<file path="config.mk">
export PLATFORM = sky130hd
export DESIGN_NAME = cv32e40x_instr_obi_responder
export DESIGN_NICKNAME = d
export VERILOG_FILES = /design/src/rtl/cv32e40x_instr_obi_responder.sv
export SDC_FILE = /design/constraint.sdc
export NUM_CORES = 1
export LEC_CHECK = 0
export CORE_UTILIZATION = 34
export DETAILED_ROUTE_END_ITERATION = 10
export PLACE_DENSITY = 0.79
export SYNTH_ARGS = -nofsm -noshare
export SYNTH_HDL_FRONTEND = slang
export SYNTH_SLANG_ARGS = --single-unit
</file>
<file path="constraint.sdc">
create_clock -name clk -period 1.6 [get_ports clk]
set_input_delay 0.24 -clock clk [delete_from_list [all_inputs] [get_ports clk]]
set_output_delay 0.24 -clock clk [all_outputs]
set_load 0.05 [all_outputs]
</file>
<file path="src/rtl/cv32e40x_instr_obi_responder.sv">
// -----------------------------------------------------------------------------
// cv32e40x_instr_obi_responder
//
// OBI instruction-side responder. It accepts A-channel requests from an
// instruction fetch master and reads the addressed word from a synchronous
// SRAM (one cycle read latency). It returns the word on the R channel exactly
// RESP_LATENCY cycles after the grant, strictly in request order. Addresses
// beyond the SRAM are answered with err=1 and rdata=0, and they never touch
// the SRAM.
//
// Parameters
//   RESP_LATENCY     grant-to-rvalid latency in cycles (1..8)
//   MAX_OUTSTANDING  granted-but-unanswered transaction limit (1..8)
//   MEM_ADDR_WIDTH   SRAM word-address width
//
// Optional feature (compile-time macro)
//   CV32E40X_OBI_RESP_GNT_STALL_EN  holds off each new request for 3 cycles
//                                   before it can be granted
//
// Ports
//   clk, rst_n     clock, asynchronous active-low reset
//   obi_req_i      A-channel request        obi_gnt_o    A-channel grant
//   obi_addr_i     byte address ([1:0] ignored)
//   obi_rvalid_o   R-channel valid (master always ready)
//   obi_rdata_o    instruction word         obi_err_o    out-of-range error
//   mem_req_o      SRAM read enable         mem_addr_o   SRAM word address
//   mem_rdata_i    SRAM read data, valid one cycle after mem_req_o
// -----------------------------------------------------------------------------
module cv32e40x_instr_obi_responder #(
  parameter int unsigned RESP_LATENCY    = 2,
  parameter int unsigned MAX_OUTSTANDING = 2,
  parameter int unsigned MEM_ADDR_WIDTH  = 12
) (
  input  logic                      clk,
  input  logic                      rst_n,
  input  logic                      obi_req_i,
  output logic                      obi_gnt_o,
  input  logic [31:0]               obi_addr_i,
  output logic                      obi_rvalid_o,
  output logic [31:0]               obi_rdata_o,
  output logic                      obi_err_o,
  output logic                      mem_req_o,
  output logic [MEM_ADDR_WIDTH-1:0] mem_addr_o,
  input  logic [31:0]               mem_rdata_i
);

  localparam int unsigned      CNT_W   = $clog2(MAX_OUTSTANDING + 1);
  localparam logic [CNT_W-1:0] MAX_CNT = CNT_W'(MAX_OUTSTANDING);

  // One slot of the response pipeline; data travels in a separate chain.
  typedef struct packed {
    logic valid;
    logic err;
    logic from_mem;
  } stage_t;

  stage_t           pipe_q [RESP_LATENCY];
  logic [CNT_W-1:0] outstanding_q;
  logic             in_range;
  logic             stall;
  logic             handshake;
  logic             retire;
  logic [31:0]      resp_data;
  logic             addr_lsb_unused;

  // Byte-offset bits carry no meaning for word fetches.
  assign addr_lsb_unused = ^obi_addr_i[1:0];

  assign in_range   = (obi_addr_i[31:MEM_ADDR_WIDTH+2] == '0);
  assign mem_addr_o = obi_addr_i[MEM_ADDR_WIDTH+1:2];

  // A response leaving the pipeline this cycle frees its slot, so a full
  // responder may still grant in the same cycle.
  assign retire    = pipe_q[RESP_LATENCY-1].valid;
  assign obi_gnt_o = obi_req_i & ((outstanding_q < MAX_CNT) | retire) & ~stall;
  assign handshake = obi_req_i & obi_gnt_o;
  assign mem_req_o = handshake & in_range;

`ifdef CV32E40X_OBI_RESP_GNT_STALL_EN
  logic [1:0] stall_cnt_q;
  logic [1:0] stall_cnt_eff;
  logic       req_q;
  logic       gnt_q;
  logic       stall_load;

  // A new request is one that just rose, or one still asserted after the
  // previous grant. The load cycle itself counts as the first stall cycle,
  // so the earliest grant comes 3 cycles after the request appears.
  assign stall_load    = obi_req_i & (~req_q | gnt_q);
  assign stall_cnt_eff = stall_load ? 2'd3 : stall_cnt_q;
  assign stall         = (stall_cnt_eff != 2'd0);

  always_ff @(posedge clk or negedge rst_n) begin
    if (!rst_n) begin
      stall_cnt_q <= 2'd0;
      req_q       <= 1'b0;
      gnt_q       <= 1'b0;
    end else begin
      stall_cnt_q <= stall ? (stall_cnt_eff - 2'd1) : 2'd0;
      req_q       <= obi_req_i;
      gnt_q       <= obi_gnt_o;
    end
  end
`else
  assign stall = 1'b0;
`endif

  // NOTE: clocked state uses non-blocking assignments so every flop samples
  // the pre-edge values regardless of statement order.
  always_ff @(posedge clk or negedge rst_n) begin
    if (!rst_n) begin
      for (int i = 0; i < int'(RESP_LATENCY); i++) pipe_q[i] <= '0;
    end else begin
      pipe_q[0] <= '{valid: handshake, err: handshake & ~in_range, from_mem: mem_req_o};
      for (int i = 1; i < int'(RESP_LATENCY); i++) pipe_q[i] <= pipe_q[i-1];
    end
  end

  always_ff @(posedge clk or negedge rst_n) begin
    if (!rst_n) begin
      outstanding_q <= '0;
    end else begin
      unique case ({handshake, retire})
        2'b10:   outstanding_q <= outstanding_q + CNT_W'(1);
        2'b01:   outstanding_q <= outstanding_q - CNT_W'(1);
        default: outstanding_q <= outstanding_q;
      endcase
    end
  end

  // SRAM data arrives one cycle after the grant, i.e. while the transaction
  // sits in pipe_q[0]; it then follows the control pipeline in lock step.
  if (RESP_LATENCY == 1) begin : g_direct
    assign resp_data = mem_rdata_i;
  end else begin : g_chain
    logic [31:0] data_q [RESP_LATENCY-1];

    // NOTE: the data chain has no reset; obi_rdata_o is masked by the reset
    // control pipeline, so stale data is never visible.
    always_ff @(posedge clk) begin
      if (pipe_q[0].from_mem) data_q[0] <= mem_rdata_i;
      for (int i = 1; i < int'(RESP_LATENCY) - 1; i++) data_q[i] <= data_q[i-1];
    end

    assign resp_data = data_q[RESP_LATENCY-2];
  end

  assign obi_rvalid_o = pipe_q[RESP_LATENCY-1].valid;
  assign obi_err_o    = pipe_q[RESP_LATENCY-1].err;
  assign obi_rdata_o  = pipe_q[RESP_LATENCY-1].from_mem ? resp_data : 32'h0;

  a_cnt_max: assert property (@(posedge clk) disable iff (!rst_n)
    {1'b0, outstanding_q} <= {1'b0, MAX_CNT});
  a_cnt_min: assert property (@(posedge clk) disable iff (!rst_n)
    !(retire && !handshake && (outstanding_q == '0)));

endmodule

</file>
Yosys cells after proc, flatten, opt, wreduce, memory -nomap -nowiden
Memory sizes are Yosys's and may differ from the RTL's.
Cells that the tools add are included.
Widths: inputs -> output; s select.
{"block": "totals", "register_bits": 8, "latchBits": 0, "ram_bits": 32, "rom_bits": 0, "out_inout_bits": 48, "wordCells": 25, "n_memories": 1}
{"block": "classes", "add_sub_neg": 2, "multipliers": 0, "div_mod_pow": 0, "n_lt_le_gt_ge": 1, "eq_ne": 2, "shifts": 0, "muxes": 4, "bitwise_logic": 6, "reduce_logical": 2}
{"memory": "g_chain.data_q", "depth": 1, "width": 32, "read_ports": 1, "rd_ports_with_merged_regs": 0, "wr": 1, "line_no": "136", "rtl": "logic [31:0] data_q [RESP_LATENCY-1];"}
{"operator": "$mux 32", "count": 1}
{"operator": "$logic_not 18->1", "count": 1}
{"operator": "$and 1x1->1", "count": 4}
{"operator": "$pmux 2 s2", "count": 1}
{"operator": "$add 2x1->2 const B", "count": 1}
{"operator": "$eq 2x1->1 const B", "count": 1}
{"operator": "$eq 2x2->1 const B", "count": 1}
{"operator": "$lt 2x2->1 const B", "count": 1}
{"operator": "$mux 1", "count": 2}
{"operator": "$reduce_bool 2->1", "count": 1}
{"operator": "$sub 2x1->2 const B", "count": 1}
{"operator": "$not 1->1", "count": 1}
{"operator": "$or 1x1->1", "count": 1}

Longest topological paths before layout
Gate-level depths: netlist of the first run.
{"block": "logic_depth", "ltp_word": 6, "ltp_mapped": 6, "mapped_depth_nobuf": 6}

Worst setup path before layout of the first run
No wires, ideal clock.
{"block": "synth_path", "path_type": "reg2out", "startpoint": "reg pipe_q (netlist bit obi_rvalid_o)", "endpoint": "out mem_req_o", "arrival_ns": 1.538, "required_time_ns": 1.360, "setup_slack_ns": -0.178, "path_stages_with_launch": 3, "path_buffers": 0, "cell_sequence": "dfrtp_1 > o21ai_1 > nor3_2"}
{"block": "synth_between", "elab_chain_cells": 4}
{"element": "start, declared", "line_no": "57", "rtl": "stage_t pipe_q [RESP_LATENCY];"}
{"element": "$or 1x1->1", "line_no": "75", "rtl": "assign obi_gnt_o = obi_req_i & ((outstanding_q < MAX_CNT) | retire) & ~stall;"}
{"element": "$and 1x1->1", "line_no": "75"}
{"element": "$and 1x1->1", "line_no": "76", "rtl": "assign handshake = obi_req_i & obi_gnt_o;"}
{"element": "$and 1x1->1", "line_no": "77", "rtl": "assign mem_req_o = handshake & in_range;"}
{"element": "end, declared", "line_no": "42", "rtl": "output logic mem_req_o,"}
No other way between the ends.

Worst setup path after layout of the first run
{"block": "layout_path", "startpoint": "in obi_addr_i[31]", "endpoint": "out mem_req_o"}
{"block": "layout_between", "elab_chain_cells": 2}
{"element": "start, declared", "line_no": "38", "rtl": "input logic [31:0] obi_addr_i,"}
{"element": "$logic_not 18->1", "line_no": "69", "rtl": "assign in_range = (obi_addr_i[31:MEM_ADDR_WIDTH+2] == '0);"}
{"element": "$and 1x1->1", "line_no": "77"}
No other way between the ends.

==> impl_summary.txt, run 1 <==
----------------------------------------------------
[Final layout]
  Layout cells sized above 1 ... 0.297
  Most common library cell in the layout ignoring fill and taps ... clkdlybuf4s50_1
  Area Growth Syn to Fin ... 84.8%
  Commonest non-fill, non-tap cells in the layout ... clkdlybuf4s50_1, buf_12, and2_1, edfxtp_1, dlygate4sd2_1
  Post-route standard cell area excluding fillers ... 2930 sq um
  Diode insertion count for antenna repair ... 0
  # nets final ... 259

[CTS]
  # hold bufs at CTS ... 0
  Clock tree from TritonCTS ... done
  Clock tree sinks ... 40
  H-tree depth ... 2
  Number of buffers on the longest clock path ... 2
  Insertion delay to the later sink of the worst-skew pair ... 280 ps
  CTS Root Cell ... clkbuf_8
  Clock-pin transition on the worst setup and hold timing paths ... 70 ps
  TritonCTS buffer count ... 5

[Global routing]
  Aggregate global-route resource usage ... 0.132
  Largest net degree at the start of global routing ... 34
  Antenna violations before repair ... 0
  Vias in the first global route ... 1060
  Global-route wire length before repair ... 4.77 mm
  Grt total ovfl ... 0

[Yosys]
  Average size of a mapped cell ... 15.3 sq um
  Mux cell area share after synthesis ... 0
  Post-synthesis adder-cell area fraction ... 0.00788
  Number of cells produced by synthesis ... 104
  Part of the Yosys area used for sequential elements ... 0.731
  Count of synthesis-stage warnings from yosys ... 0
  Post-synth top area cell ... edfxtp_1
  Summed instance area of the synthesized netlist ... 1590 sq um
  Synth top area cells ... edfxtp_1, and2_1, dfrtp_1, buf_4, xnor2_1
  Post-Synth Simple-Gate Area ... 0.166
  Library cells used by synthesis ... 16
  Mapped Nets ... 172
  Synth Area in XOR/XNOR ... 0.0165
  Number of synthesized register bits ... 40
  Area fraction in compound gates after synthesis ... 0.00946
  Largest family of logic cells by synthesized area ... simple AND/OR/NAND/NOR gates
  Top-area cell type share of the netlist area ... 0.605

[Critical path]
  Cells along the critical path ... dlygate4sd2_1, nor4_2, nand2_1, nor3_4, buf_12
  Crit path required time ... 1360 ps
  Worst R2R Start ... obi_rvalid_o
  Destination of the worst register-to-register timing path ... outstanding_q[1]
  Bufs and invs on worst path ... 2
  Slowest-stage cell, CP ... nor4_2
  Worst Setup SP ... obi_addr_i[31]
  Arrival @ worst endpoint ... 1330 ps
  Worst path top cell family by delay ... simple AND/OR/NAND/NOR gates
  Critical path's largest stage delay ... 290 ps
  Setup slack on the worst flop-to-flop path ... 270 ps
  Reg2reg path depth ... 4
  Worst Setup Start Kind ... input port
  Type of the setup path with the least slack ... in -> out
  Category of the worst setup path capture point ... output port
  Max Fanout on Critical Path ... 2

[STA]
  Sum of negative setup slack ... 0 ps
  Final max-slew violation count ... 0
  Crit path time final ... 1570 ps
  Final worst slack ... 25.1 ps
  Setup violations, final ... 0
  Achievable Freq ... 635 MHz
  Transition time of the tightest slew-check pin ... 394 ps
  Relative slew slack ... 0.738
  Number of hold violations in the final report ... 0
  Fin Clk Skew ... 4.73 ps
  Final critical-path share of the clock period ... 0.984

[Placement]
  Total placed instance area ... 2800 sq um
  DP Wirelength ... 2.30 mm
  Global placer's final weighted congestion ... 0.674
  Pre-CTS worst setup slack ... -165 ps
  Count of port buffers added during placement ... 88

[Worst hold path]
  Worst hold-check path type ... in -> async

[Power]
  Total power per unit cell area ... 649 nW/um^2
  Worst vdd rail ir drop ... 530 uV
  Leakage dissipation ... 0.00114 uW

[Floorplan]
  Initial Utilization ... 0.360
  Die area ... 4950 sq um
  Number of placement rows ... 24
  Die outline width ... 70.3 um
  I/O pin count ... 115
  Core Box Area ... 4410 sq um
  Die outline height ... 70.3 um

[Detailed routing]
  Vias per cell ... 4.37
  Detailed-route wire length ... 3.02 mm
  Antenna violation net count after detailed routing ... 0
  Number of vias in the routed layout ... 1066
  Mean routed wirelength per cell ... 12.4 um
  Starting DRT DRC Count ... 35
  Detailed-route DRC error count ... 0
  First-pass iteration count of the detailed router ... 3

[Run]
  Count of maximum capacitance violations ... 0

[Run status]
  Run status ... finished clean

----------------------------------------------------
## synth_stat cells (all sizes together)
cell type,number
inv,2
dfrtp,8
buf,12
xnor2,3
edfxtp,32
nor2,2
clkbuf,3
o21ba,1
o21ai,1
nor4,4
nand3,1
ha,1
nand2,1
nor3,1
and2,32
## routing by layer
metal	vias up	track usage	wire, um
li1	514	-	-
met1	476	0.135	1070
met2	68	0.223	1620
met3	8	0.0664	278
met4	0	0.0600	44
met5	-	0	0
## worst max path at each step
stage,to,slack (ps),depth (start not counted)
floorplan,outstanding_q[1],50,4
global placement,mem_req_o,-160,5
detailed placement,mem_req_o,-160,5
CTS,mem_req_o,0.7,5
global route,mem_req_o,-30,5
finish,mem_req_o,30,5
## layout make-up
cell class	count	area, sq um
tap	52	65.1
clock inverter	1	3.75
clock buffer	7	86.3
multi-input combinational	47	357
fill	300	1480
sequential	40	1160
timing repair buffer	95	1250
inverter	2	7.51
## timing repair
item / in CTS / in global routing
gates resized for setup: 18 / 8
buffers inserted: 2 / 1
pin swaps: 7 / 5
setup endpoints to repair: 2 / 1
## flip-flops by register name, indices dropped and copies added (netlist names)
register	flops
g_chain.data_q	32
obi_err_o	1
obi_rvalid_o	1
outstanding_q	2
pipe_q	4
## metrics by stage
stage / cells / hold slack (ps) / utilization / total power (uW)
3_5_place_dp: 233 / 336 / 0.635 / 1280
4_1_cts: 243 / 239 / 0.656 / 1920
6_report: 244 / 235 / 0.665 / 1910
2_1_floorplan: 104 / -55.6 / - / 1230
5_1_grt: 244 / 260 / 0.665 / 1990
3_3_place_gp: 233 / 333 / 0.635 / 1280
## power breakdown
part | internal (uW) | total (uW) | switching, uW
sequential | 1120 | 1120 | 0
combinational | 101 | 129 | 28.3
clock | 345 | 653 | 308
total | 1570 | 1910 | 336
## cells by family after synthesis
logic type                 Yosys count
adders and majority gates            1
DFF                                 40
buffers and inverters               17
xor gates and xnor gates             3
AOI/OAI and AO/OA                    2
and+or+nand+nor                     41
Note: power is estimated with default switching activity, not from simulation.
==> inputs of run 2 (changes only) <==
Settings changed: CORE_MARGIN from default to 5, GPL_TIMING_DRIVEN from default to 0.
==> impl_summary.txt, run 2 (synthesis results as in run 1) <==
----------------------------------------------------
[Run status]
  Run status ... finished clean

[Global routing]
  Grt total ovfl ... 0 (unchanged)
  Aggregate global-route resource usage ... 0.119 (-0.0131)
  Vias in the first global route ... 1206 (+14%)
  Largest net degree at the start of global routing ... 34 (unchanged)
  Antenna violations before repair ... 0 (unchanged)
  Global-route wire length before repair ... 5.59 mm (+17%)

[Critical path]
  Arrival @ worst endpoint ... 1300 ps (-30 ps)
  Slowest-stage cell, CP ... dlygate4sd2_1
  Category of the worst setup path capture point ... output port
  Cells along the critical path ... dlygate4sd2_1
  Worst path top cell family by delay ... buffers and inverters
  Worst Setup Start Kind ... flip-flop
  Max Fanout on Critical Path ... 3 (+1)
  Crit path required time ... 1360 ps (about the same)
  Bufs and invs on worst path ... 1 (-1)
  Critical path's largest stage delay ... 560 ps (+270 ps)
  Type of the setup path with the least slack ... reg -> out

[Floorplan]
  Die area ... 6140 sq um (+24%)
  Number of placement rows ... 24 (unchanged)
  Initial Utilization ... 0.357 (-0.00243)
  Die outline width ... 78.3 um (+11%)
  I/O pin count ... 115 (unchanged)
  Die outline height ... 78.3 um (+11%)
  Core Box Area ... 4440 sq um (+0.68%)

[Detailed routing]
  Mean routed wirelength per cell ... 14.4 um (+16%)
  Detailed-route wire length ... 3.81 mm (+26%)
  Antenna violation net count after detailed routing ... 0 (unchanged)
  Number of vias in the routed layout ... 1181 (+11%)
  First-pass iteration count of the detailed router ... 2 (-1)
  Detailed-route DRC error count ... 0 (unchanged)
  Vias per cell ... 4.46 (+2.0%)
  Starting DRT DRC Count ... 21 (-40%)

[STA]
  Final max-slew violation count ... 0 (unchanged)
  Achievable Freq ... 651 MHz (+2.5%)
  Final critical-path share of the clock period ... 0.960 (-0.0244)
  Crit path time final ... 1540 ps (-39.0 ps)
  Number of hold violations in the final report ... 0 (unchanged)
  Fin Clk Skew ... 5.49 ps (+0.756 ps)
  Setup violations, final ... 0 (unchanged)
  Relative slew slack ... 0.529 (-0.209)
  Transition time of the tightest slew-check pin ... 707 ps (+313 ps)
  Setup repair after global routing missed its margin ... yes

[Run]
  Count of maximum capacitance violations ... 0 (unchanged)

[Final layout]
  Diode insertion count for antenna repair ... 0 (unchanged)
  Area Growth Syn to Fin ... 73.0%
  Post-route standard cell area excluding fillers ... 2750 sq um (-6.4%)
  Largest reg by FF count ... g_chain.data_q
  Layout cells sized above 1 ... 0.310 (+0.0130)
  Registers with the highest flip-flop counts ... g_chain.data_q (32), pipe_q (4), outstanding_q (2)
  Final-layout fill cell count ... 380 (+27%)
  Commonest non-fill, non-tap cells in the layout ... clkdlybuf4s50_1, and2_1, edfxtp_1
  Largest register FFs ... 32 (unchanged)
  # nets final ... 280 (+8.1%)
  Most common library cell in the layout ignoring fill and taps ... clkdlybuf4s50_1

[CTS]
  H-tree depth ... 2 (unchanged)
  Clock-pin transition on the worst setup and hold timing paths ... 70 ps (about the same)
  CTS Root Cell ... clkbuf_8
  TritonCTS buffer count ... 5 (unchanged)
  Clock tree sinks ... 40 (unchanged)
  Number of buffers on the longest clock path ... 2 (unchanged)
  Clock tree from TritonCTS ... done
  Insertion delay to the later sink of the worst-skew pair ... 280 ps (about the same)
  # hold bufs at CTS ... 0 (unchanged)

[Worst hold path]
  Worst hold-check path type ... in -> async

[Placement]
  Global placer's final weighted congestion ... 0.687 (+2.0%)
  DP Wirelength ... 3.01 mm (+31%)
  Count of port buffers added during placement ... 100 (+14%)
  Total placed instance area ... 2660 sq um (-5.1%)

[Power]
  Total chip power ... 2040 uW (+7.1%)
  Worst vdd rail ir drop ... 573 uV (+8.3%)
  Leakage dissipation ... 0.00127 uW (+11%)
  Total power per unit cell area ... 743 nW/um^2 (+14%)

----------------------------------------------------
-- run 2: changes by cell type in the layout (fill, tap and decap cells not counted), sizes merged, moves of 3 or more --
| cell | before | now |
|---|---|---|
| buf | 43 | 20 |
| clkbuf | 7 | 36 |
| clkdlybuf4s15 | 4 | 1 |
| clkdlybuf4s50 | 36 | 47 |
| dlygate4sd2 | 12 | 2 |
| dlymetal6s2s | 0 | 17 |
-- run 2: where the power goes --
part	total (uW)	internal, uW	leakage, uW	switching [uW]
combinational	244	150	0.000827	93.8
sequential	1120	1120	0.000392	0
clock	673	351	0.0000488	322
-- run 2: per-layer routing --
layer,vias to the layer above,GRT usage,share of wire
met1,544,0.106,0.33
li1,559,-,-
met2,74,0.228,0.53
met3,4,0.0641,0.14
met4,0,0.0367,0.010
met5,-,0,0
-- run 2: layout make-up --
type / instances / area [sq um] / area share
clock buffers: 7 / 86.3 / 0.0314
inverters: 2 / 7.51 / 0.00273
clock inverters: 1 / 6.26 / 0.00228
plain buffers: 15 / 105 / 0.0383
flip-flops and latches: 40 / 1160 / 0.423
multi-input cells: 47 / 355 / 0.129
well taps: 52 / 65.1 / 0.0237
repair buffers: 101 / 958 / 0.349
-- run 2: worst paths after layout --
path / slack [ps] / depth (start not counted) / startpoint / to
min: 220 / 1 / rst_n / pipe_q[5]
max: 60 / 1 / obi_rvalid_o / obi_rvalid_o
max reg2reg: 320 / 4 / obi_rvalid_o / outstanding_q[1]
max in group asynchronous: 1110 / 1 / rst_n / pipe_q[3]
min reg2reg: 350 / 0 / pipe_q[4] / obi_err_o
min in group clk: 280 / 4 / obi_addr_i[23] / pipe_q[3]
-- run 2: per-stage QoR --
step | setup TNS (ps) | setup WS, ps | cells | util | hold WS, ps
after floorplan | 0 | 51.4 | 104 | - | -55.6
after global placement | -10630 | -798 | 256 | 0.599 | 333
after detailed placement | -12160 | -811 | 256 | 0.599 | 338
after CTS | -168 | -168 | 264 | 0.588 | 221
after global routing | -13.5 | -10.5 | 265 | 0.618 | 236
final | 0 | 64.1 | 265 | 0.618 | 221
-- run 2: worst register-to-register path, delay by kind of cell (launching register included) --
family	cells	cell delay, ps
flops	1	450
fa+ha+maj	1	290
compound gates	1	210
simple gates	1	140
xor+xnor	1	120
-- run 2: repair_timing --
action,CTS,global route
buffers inserted,0,1
resized for setup,175,51
pin swaps,1,8
setup endpoints to repair,68,33
